`src/rtl/fifo_rr_arbiter.sv`:
```
// Round-robin arbiter funnelling NUM_REQ valid/ready requesters into one registered
// output stage; an owner keeps the grant for up to MAX_BURST consecutive beats.
module fifo_rr_arbiter #(
  parameter  int NUM_REQ    = 4,
  parameter  int DATA_WIDTH = 8,
  parameter  int MAX_BURST  = 4,
  localparam int ID_WIDTH   = (NUM_REQ > 1) ? $clog2(NUM_REQ) : 1,
  localparam int CNT_WIDTH  = $clog2(MAX_BURST + 1)
) (
  input  logic                          clk_i,
  input  logic                          arst_ni,
  input  logic [NUM_REQ*DATA_WIDTH-1:0] req_data_i,
  input  logic [NUM_REQ-1:0]            req_valid_i,
  output logic [NUM_REQ-1:0]            req_ready_o,
  output logic [DATA_WIDTH-1:0]         out_data_o,
  output logic [ID_WIDTH-1:0]           out_id_o,
  output logic                          out_valid_o,
  input  logic                          out_ready_i,
  output logic                          busy_o
);

  // Handshake rule on both sides: a beat moves on a cycle where valid and ready are
  // both high at the rising clock edge; a raised valid stays up until it is accepted.

  typedef enum logic {IDLE = 1'b0, BURST = 1'b1} state_e;

  state_e                state_q, state_d;
  logic [ID_WIDTH-1:0]   owner_q, owner_d;
  logic [ID_WIDTH-1:0]   last_q, last_d;
  logic [CNT_WIDTH-1:0]  cnt_q, cnt_d;
  logic [ID_WIDTH-1:0]   sel;
  logic [ID_WIDTH-1:0]   xfer_id;
  logic                  any_valid;
  logic                  pipe_free;
  logic                  xfer;
  logic [NUM_REQ-1:0]    ready;

  assign pipe_free = !out_valid_o || out_ready_i;

  // Scan starts one past the last grant so the previous winner is looked at last.
  always_comb begin
    sel       = '0;
    any_valid = 1'b0;
    for (int i = 0; i < NUM_REQ; i++) begin
      if (!any_valid && req_valid_i[(int'(last_q) + 1 + i) % NUM_REQ]) begin
        sel       = ID_WIDTH'((int'(last_q) + 1 + i) % NUM_REQ);
        any_valid = 1'b1;
      end
    end
  end

  always_comb begin
    state_d = state_q;
    owner_d = owner_q;
    last_d  = last_q;
    cnt_d   = cnt_q;
    ready   = '0;
    case (state_q)
      IDLE: begin
        if (pipe_free && any_valid) begin
          ready[sel] = 1'b1;
          owner_d    = sel;
          last_d     = sel;
          cnt_d      = CNT_WIDTH'(1);
          state_d    = (MAX_BURST > 1) ? BURST : IDLE;
        end
      end
      BURST: begin
        ready[owner_q] = pipe_free;
        if (pipe_free) begin
          if (req_valid_i[owner_q]) begin
            cnt_d = CNT_WIDTH'(int'(cnt_q) + 1);
            if (int'(cnt_q) + 1 == MAX_BURST) state_d = IDLE;
          end else begin
            // Owner went quiet with room downstream: give up the rest of the burst.
            state_d = IDLE;
          end
        end
      end
      default: state_d = IDLE;
    endcase
  end

  always_ff @(posedge clk_i or negedge arst_ni) begin
    if (!arst_ni) begin
      state_q <= IDLE;
      owner_q <= '0;
      last_q  <= ID_WIDTH'(NUM_REQ - 1);
      cnt_q   <= '0;
    end else begin
      state_q <= state_d;
      owner_q <= owner_d;
      last_q  <= last_d;
      cnt_q   <= cnt_d;
    end
  end

  // Ready is masked by reset so nothing is accepted while the block is held in reset.
  assign req_ready_o = arst_ni ? ready : '0;
  assign xfer        = |(req_valid_i & req_ready_o);
  assign xfer_id     = (state_q == IDLE) ? sel : owner_q;
  assign busy_o      = (state_q == BURST);

  always_ff @(posedge clk_i or negedge arst_ni) begin
    if (!arst_ni) begin
      out_valid_o <= 1'b0;
      out_data_o  <= '0;
      out_id_o    <= '0;
    end else if (xfer) begin
      out_valid_o <= 1'b1;
      out_data_o  <= req_data_i[int'(xfer_id)*DATA_WIDTH +: DATA_WIDTH];
      out_id_o    <= xfer_id;
    end else if (out_ready_i) begin
      out_valid_o <= 1'b0;
    end
  end

endmodule
```
`config.mk`:
```
export PLATFORM = sky130hd
export DESIGN_NAME = fifo_rr_arbiter
export DESIGN_NICKNAME = d
export VERILOG_FILES = /design/src/rtl/fifo_rr_arbiter.sv
export SDC_FILE = /design/constraint.sdc
export NUM_CORES = 1
export LEC_CHECK = 0
export BUFFER_PORTS_ARGS = -buffer_cell sky130_fd_sc_hd__buf_2
export CAP_MARGIN = 20
export CORE_MARGIN = 10
export CORE_UTILIZATION = 43
export DETAILED_ROUTE_END_ITERATION = 8
export GPL_ROUTABILITY_DRIVEN = 1
export MAX_ROUTING_LAYER = met4
export PLACE_DENSITY = 0.71
export SYNTH_ARGS = -nofsm -noshare
export SYNTH_HDL_FRONTEND = slang
export SYNTH_SLANG_ARGS = --single-unit
```
`constraint.sdc`:
```
create_clock -name clk_i -period 3.1 [get_ports clk_i]
set_input_delay 0.465 -clock clk_i [delete_from_list [all_inputs] [get_ports clk_i]]
set_output_delay 0.465 -clock clk_i [all_outputs]
set_load 0.02 [all_outputs]
```
* Yosys cells after proc, flatten, opt, wreduce, memory -nomap -nowiden
Cells that the tools add are included.
Cells by class: $add $sub $neg 5, multiply operators 0, div/mod/pow operators 0, magnitude comparators 8, equality and inequality tests 4, shift-type cells 1, mux-type cells 41, bitwise operators 7, reduce and logical (&&, ||, !) cells 19
Operators with widths (count):
- $shiftx A32 B6 Y8 | 1
- $mux W1 | 21
- $lt A3 B4 Y1 const B | 4
- $bmux W1 S2 | 5
- $mux W2 | 5
- $mux W3 | 3
- $and A4 B4 Y4 | 2
- $mux W4 | 2
- $pmux W4 S2 | 1
- $reduce_or A2 Y1 | 4
- $logic_and A1 B1 Y1 | 6
- $lt A2 B3 Y1 const B | 2
- $pmux W3 S2 | 1
- $add A2 B1 Y2 const B | 2
- $add A2 B2 Y2 const B | 2
- $add A3 B1 Y4 const B | 1
- $and A1 B1 Y1 const A | 4
- $demux W1 S2 | 2
- $eq A4 B3 Y1 const B | 1
- $ge A2 B1 Y1 const B | 2
- $logic_not A1 Y1 | 4
- $ne A2 B1 Y1 const B | 2
- $reduce_or A4 Y1 | 1
- $reduce_and A3 Y1 | 1
- 6 further kinds | 6
Word-level totals: bits in registers 19, bits in latches 0, RAM bits 0, ROM bits 0, output and inout bits 16, word-level logic and storage cells 92, memories kept 0

* Logic depth before layout (Yosys ltp)
Gate-level depths: netlist of run 1.
depth in word-level cells 26, depth in mapped cells 8, depth with buffers taken out 6

* Worst setup path before layout of run 1
Ideal clock, no wire load.
path type register -> register, start register last_q[1], end register out_data_o[0], data arrival time 1.998 ns, required time 2.975 ns, path slack 0.977 ns, stages on the path, launching flop included 9, path buffers 2, cell sequence dfstp_2 > buf_6 > mux2i_1 > a2bb2oi_2 > o21ai_2 > a41o_1 > nor3b_2 > buf_6 > mux2_4
On the way: longest elaborated chain between the ends 23
Ends and longest elaborated chain:
- from (decl) | line 29 | logic [ID_WIDTH-1:0] last_q, last_d;
- from (signal assigned) | line 88 | last_q <= ID_WIDTH'(NUM_REQ - 1);
- from (signal assigned) | line 93 | last_q <= last_d;
- $add A2 B1 Y2 (*) | line 45, 46
- branches (longest 22 deep; another with $add A2 B1 Y2)
- to (signal assigned) | line 111 | out_data_o <= req_data_i[int'(xfer_id)*DATA_WIDTH +: DATA_WIDTH];
- to (decl) | line 15 | output logic [DATA_WIDTH-1:0] out_data_o,
Mark *: on every way between the ends. The select of a mux whose other input is x is not followed. A chain may end at the register's enable or synchronous reset.

* Worst setup path in the final report of run 1
start register last_q[1], end output port req_ready_o[0]
On the way: longest elaborated chain between the ends 21
Ends and longest elaborated chain:
- $add A2 B1 Y2 (*) | line 45, 46
- branches (longest 17 deep; another with $add A2 B1 Y2)
- $mux W4 (*) | line 60 | if (pipe_free && any_valid) begin
- $pmux W4 S2 (*) | line 58 | case (state_q)
- $mux W4 (*) | line 99 | assign req_ready_o = arst_ni ? ready : '0;
- to (decl) | line 14 | output logic [NUM_REQ-1:0] req_ready_o,
Marked as above.

==> results.md, run 1 <==
- Die area: 6170 um2
- Async set-reset flop share out of synthesis: 1.00
- Clock slew seen by the registers of the worst setup and hold paths: 0.12 ns
- DRC: 0
- Fin Clk Skew: 0.00635 ns
- Cell Area, Synth: 1470 um2
- Failing checks: negative hold slack
- Pwr/cell area: 1050 nW/um2
- Synthesis Warnings: 0
- IO Port Bufs: 54
- Clk root buf: clkbuf_4
- Post-Syn Instances: 137
- Drt via density: 5.27
- Status: complete, but fails checks
- TritonRoute pass-1 iters: 4
- Worst slew pin tran: 0.723 ns
- CTS resizes: 0
- CTS buffer count: 3
- Max Freq: 0.385 GHz
- Syn nets: 178
- Largest net degree at the start of global routing: 18
- Post-synth EDFFs: 0
- Pre-CTS setup slack: 0.695 ns
- Max VDD drop: 0.000388 V
- Post-CTS Hold Buffers: 0
- Nets: 233
- Drt wl/cell: 16.5 um
- Max_cap viols: 0
- Syn Area/Cell: 10.8 um2
- Cell variety after synth: 45
- Die H: 78.5 um
- Max Root-Sink Buffers: 2
- Antenna-violating nets left: 0
- DR iter-0 viols: 48
- Worst Hold Class: in -> async
- Initial Util: 0.442
- Relative slew margins: 0.518
- RSZ-0062 raised after global routing: false
- Post-CTS Setup Repair Bufs: 0
- Crit start category: register
- Hold slack: -0.00276 ns
- Vias in the first global route: 1,398
- P_leak: 0.924 nW
- Worst Setup Slack, final: 0.505 ns
- Final Critical Period: 2.59 ns
- Setup violators final: 0
- Vias: 1,249
- Core box area: 3340 um2
- Worst path arrival time: 2.13 ns
- RePlAce Congestion: 0.928
- Final Cycle Share: 0.837
- Ys flop type: dfrtp_1
- Routed WL: 3900 um
- CP endpoint kind: output port
- DP Wirelength: 3180 um
- Sequential area share after synthesis: 0.324
- Chip Width: 78.5 um
- Fraction of layout cells with a size suffix above 1: 0.435
- First-pass GRT wire length: 6360 um
- Area growth syn-to-layout: 21.5%
- Final Hold Fails: 3
- Critical Path RT: 2.63 ns
- Clk sink count: 19
- I/O pins: 55
- Initial antenna violation count: 0
- CP max FO: 8
- N_diodes: 0
- CP Cell Sequence: mux2i_1 > a2bb2oi_2 > o21a_2 > a32oi_1 > nor2b_1 > buf_2
- FP Rows: 21
- Gr usage total: 0.125
- Slew Limit Fails: 0
- Worst-Skew Late Latency: 0.30 ns
- Slowest-stage cell, CP: dfstp_2
- Setup TNS Final: 0 ns
- WS Path Type: reg -> out
- Congestion Overflow GR: 0
- H-Tree Depth: 1
- Crit-path max cell delay: 0.66 ns
- Synth Register Bits: 19
- CTS tree: built
[power breakdown]
group	internal [mW]	switching, mW	leakage, nW
combinational	0.587	0.635	0.686
sequential	0.387	0.138	0.223
clock	0.0501	0.0808	0.0150
total	1.02	0.854	0.924
[sequential cells by signal, summed over array words and instances, names as in the netlist]
register	flops
busy_o	1
cnt_q	3
last_q	2
out_data_o	8
out_id_o	2
out_valid_o	1
owner_q	2
[critical path, delay by kind of cell (launching register included)]
| family | cells | cell delay (ns) |
|---|---|---|
| simple gates | 1 | 0.13 |
| buf+inv | 1 | 0.18 |
| mux | 1 | 0.27 |
| flops | 1 | 0.66 |
| compound gates | 3 | 0.59 |
[cells in the mapped netlist, types with 4 or more instances]
| library cell | count | share of area |
|---|---|---|
| mux2i_1 | 28 | 0.19 |
| dfrtp_1 | 17 | 0.29 |
| inv_1 | 6 | 0.015 |
| nor2b_1 | 6 | 0.025 |
| nand2_1 | 7 | 0.018 |
| mux2_4 | 8 | 0.081 |
| o21ai_0 | 5 | 0.017 |
| buf_6 | 4 | 0.031 |
| nor2_1 | 5 | 0.013 |
| nand3_1 | 4 | 0.014 |
[worst paths after layout]
check                                         from                   endpoint  slack, ns  depth (start not counted)
setup reg to reg             last_q[1]$_DFFE_PN1P_  out_data_o[1]$_DFFE_PN0P_       0.71                          7
max in group asynchronous                  arst_ni     owner_q[1]$_DFFE_PN0P_       2.64                          2
setup / recovery             last_q[1]$_DFFE_PN1P_             req_ready_o[0]       0.51                          6
min in group clk_i         out_id_o[1]$_DFFE_PN0P_    out_id_o[1]$_DFFE_PN0P_       0.52                          1
hold / removal                             arst_ni    out_id_o[1]$_DFFE_PN0P_     -0.003                          1
hold reg to reg            out_id_o[1]$_DFFE_PN0P_    out_id_o[1]$_DFFE_PN0P_       0.52                          1
[routing by layer]
layer / wire length [um] / vias to the layer above / track usage
met2: 1920 / 42 / 0.208
met1: 1730 / 589 / 0.146
met5: 0 / - / -
li1: - / 614 / -
met3: 215 / 4 / 0.0342
met4: 34 / 0 / 0.0323
[cell families after synthesis]
| family | after synthesis | synth area share |
|---|---|---|
| muxes | 38 | 0.295 |
| and+or+nand+nor | 37 | 0.143 |
| AOI/OAI and AO/OA | 29 | 0.171 |
| DFF | 19 | 0.324 |
| buffers and inverters | 12 | 0.0509 |
| adders and majority gates | 2 | 0.0170 |
[cell type report]
class,instances,area (um2)
fill,314,1550
multi-input combinational,106,921
sequential,19,478
timing repair buffer,56,285
tap,46,57.6
clock buffer,4,26.3
inverter,6,22.5
[metrics by stage]
stage	instance area, um2	cells	utilization	power [mW]
final	1790	237	0.537	1.88
after global routing	1790	237	0.537	2.00
after CTS	1790	237	0.537	1.89
after detailed placement	1760	233	0.529	1.76
after global placement	1760	233	0.529	1.72
after floorplan	1470	137	-	1.50
[layout by cell type, fill, tap and decap left out, drive strengths merged]
cell / instances
and3b: 1
nand4: 1
a211oi: 1
nor2: 5
nand2: 8
nor3: 2
a41o: 1
a32oi: 2
mux2i: 29
o21a: 3
dfstp: 2
or2: 1
a31oi: 2
buf: 56
nor2b: 6
nand2b: 2
a311o: 1
and2b: 1
o21ai: 7
o31ai: 1
nor3b: 3
a21oi: 3
and3: 1
ha: 2
a41oi: 1
mux2: 9
o311a: 1
o22ai: 2
and2: 2
clkbuf: 4
inv: 6
nand3: 4
a211o: 1
a2bb2oi: 1
a22o: 1
dfrtp: 17
o221ai: 1
No activity file was read; power rests on OpenSTA's default activity.
==> run 2: changes to the inputs <==
clock period = 2.4 ns   (was 3.1 ns; I/O delays follow)
==> run 2 against run 1 <==
The flow now finishes without violations. Global-route usage increased by 0.48 points. Non-clock buffer count is 5 higher. Final cell count rose by 2.1%. Hold slack improved by 0.43 ns. Critical endpoint is now req_ready_o[2]. Largest cell class unchanged.
==> results.md, run 2 (same netlist as run 1, synthesis figures left out) <==
- Slowest-stage cell, CP: dfstp_2
- Fin Clk Skew: 0.00153 ns
- Clock slew seen by the registers of the worst setup and hold paths: 0.11 ns
- Setup TNS Final: 0 ns
- DR iter-0 viols: 69
- Max reg flops: 8
- Fill cell count: 318
- Worst path arrival time: 1.97 ns
- Relative slew margins: 0.706
- Initial Util: 0.442
- Routed WL: 3840 um
- Final Cycle Share: 0.970
- Chip Width: 78.5 um
- I/O pins: 55
- Biggest register: out_data_o
- Max VDD drop: 0.000548 V
- Vias in the first global route: 1,463
- Clk sink count: 19
- Gr usage total: 0.130
- Startpoint of the worst register-to-register path: last_q[1]$_DFFE_PN1P_
- IO Port Bufs: 54
- Buf/Inv on CP: 1
- CTS tree: built
- CP endpoint kind: output port
- Largest net degree at the start of global routing: 19
- Nets: 238
- Max Root-Sink Buffers: 2
- DP Wirelength: 3090 um
- Initial antenna violation count: 0
- Crit path max-delay family: flip-flops
- CP Cell Sequence: nor2b_1 > a21oi_2 > nand3_2 > o22ai_1 > and2_1 > buf_2
- Commonest non-fill, non-tap cell in the layout: buf_2
- First-pass GRT wire length: 6610 um
- CP Launch Point: last_q[0]$_DFFE_PN1P_
- Drt wl/cell: 15.9 um
- Worst-Skew Late Latency: 0.29 ns
- Die area: 6170 um2
- Max Freq: 0.429 GHz
- WS Path Type: reg -> out
- RePlAce Congestion: 0.915
- DRC: 0
- Most frequent cells in the layout: buf_2 (52), mux2i_1 (27), dfrtp_1 (17), mux2_4 (8)
- Storage cell area: 478 um2
- Vias: 1,276
- Final Critical Period: 2.33 ns
- Multi-input gate area: 948 um2
- Pwr/cell area: 1340 nW/um2
- FP Rows: 21
- TritonRoute pass-1 iters: 4
- Status: complete, no violations
- CTS buffer count: 3
- Drt via density: 5.27
- Total power: 2.50 mW
- Critical Path RT: 2.04 ns
- Worst Hold Class: in -> async
- Die H: 78.5 um
- Crit-path max cell delay: 0.62 ns
- N_diodes: 0
- Area growth syn-to-layout: 26.7%
- Biggest registers after layout: out_data_o: 8 flops, cnt_q: 3 flops
- Crit start category: register
- Slew Limit Fails: 0
- Worst slew pin tran: 0.432 ns
- RSZ-0062 raised after global routing: true
- Fraction of layout cells with a size suffix above 1: 0.469
- Antenna-violating nets left: 0
- P_leak: 0.953 nW
- H-Tree Depth: 1
- Congestion Overflow GR: 0
- CP max FO: 5
- Final Hold Fails: 0
- Setup violators final: 0
- Core box area: 3340 um2
- Clk root buf: clkbuf_4
- Max_cap viols: 0
[run 2: layout make-up]
class / count / area share
sequential: 19 / 0.256
tap: 46 / 0.0308
inverter: 6 / 0.0121
clock buffer: 4 / 0.0141
timing repair buffer: 61 / 0.179
multi-input combinational: 106 / 0.508
[run 2: per-layer routing]
metal / GRT usage / vias up / wire (um)
li1: - / 623 / -
met1: 0.145 / 616 / 1640
met2: 0.232 / 35 / 1990
met3: 0.0308 / 2 / 190
met4: 0.0233 / 0 / 15
met5: - / - / 0
[run 2: final timing paths]
check,end,slack (ns),cells past startpoint
setup reg to reg,out_data_o[4]$_DFFE_PN0P_,0.15,7
setup / recovery,req_ready_o[2],0.07,6
hold / removal,out_data_o[5]$_DFFE_PN0P_,0.43,2
hold reg to reg,out_data_o[0]$_DFFE_PN0P_,0.53,1
max in group asynchronous,last_q[1]$_DFFE_PN1P_,1.44,3
min in group clk_i,busy_o$_DFF_PN0_,0.45,4
[run 2: per-stage QoR]
| step | setup slack (ns) | cells | hold slack, ns | utilization | area, um2 |
|---|---|---|---|---|---|
| 5_1_grt | -0.0468 | 242 | 0.440 | 0.559 | 1870 |
| 6_report | 0.0713 | 242 | 0.429 | 0.559 | 1870 |
| 4_1_cts | 0.00506 | 241 | 0.424 | 0.549 | 1830 |
| 2_1_floorplan | 0.277 | 137 | 0.0644 | - | 1470 |
| 3_3_place_gp | 0.144 | 234 | 0.205 | 0.531 | 1770 |
| 3_5_place_dp | 0.0798 | 234 | 0.213 | 0.531 | 1770 |
[run 2: power breakdown]
part           switching, mW  internal [mW]  total [mW]
clock network         0.0960         0.0645       0.161
logic                  0.845          0.824        1.67
registers              0.169          0.499       0.668
total                   1.11           1.39        2.50
[run 2: timing repair]
item                                    4_1_cts  5_1_grt
setup buffers                                 2        1
hold buffers                                  1        0
pin swaps                                     0        1
hold endpoints to repair                      3        0
endpoints found under the setup margin        3        4
resized for setup                             1        8
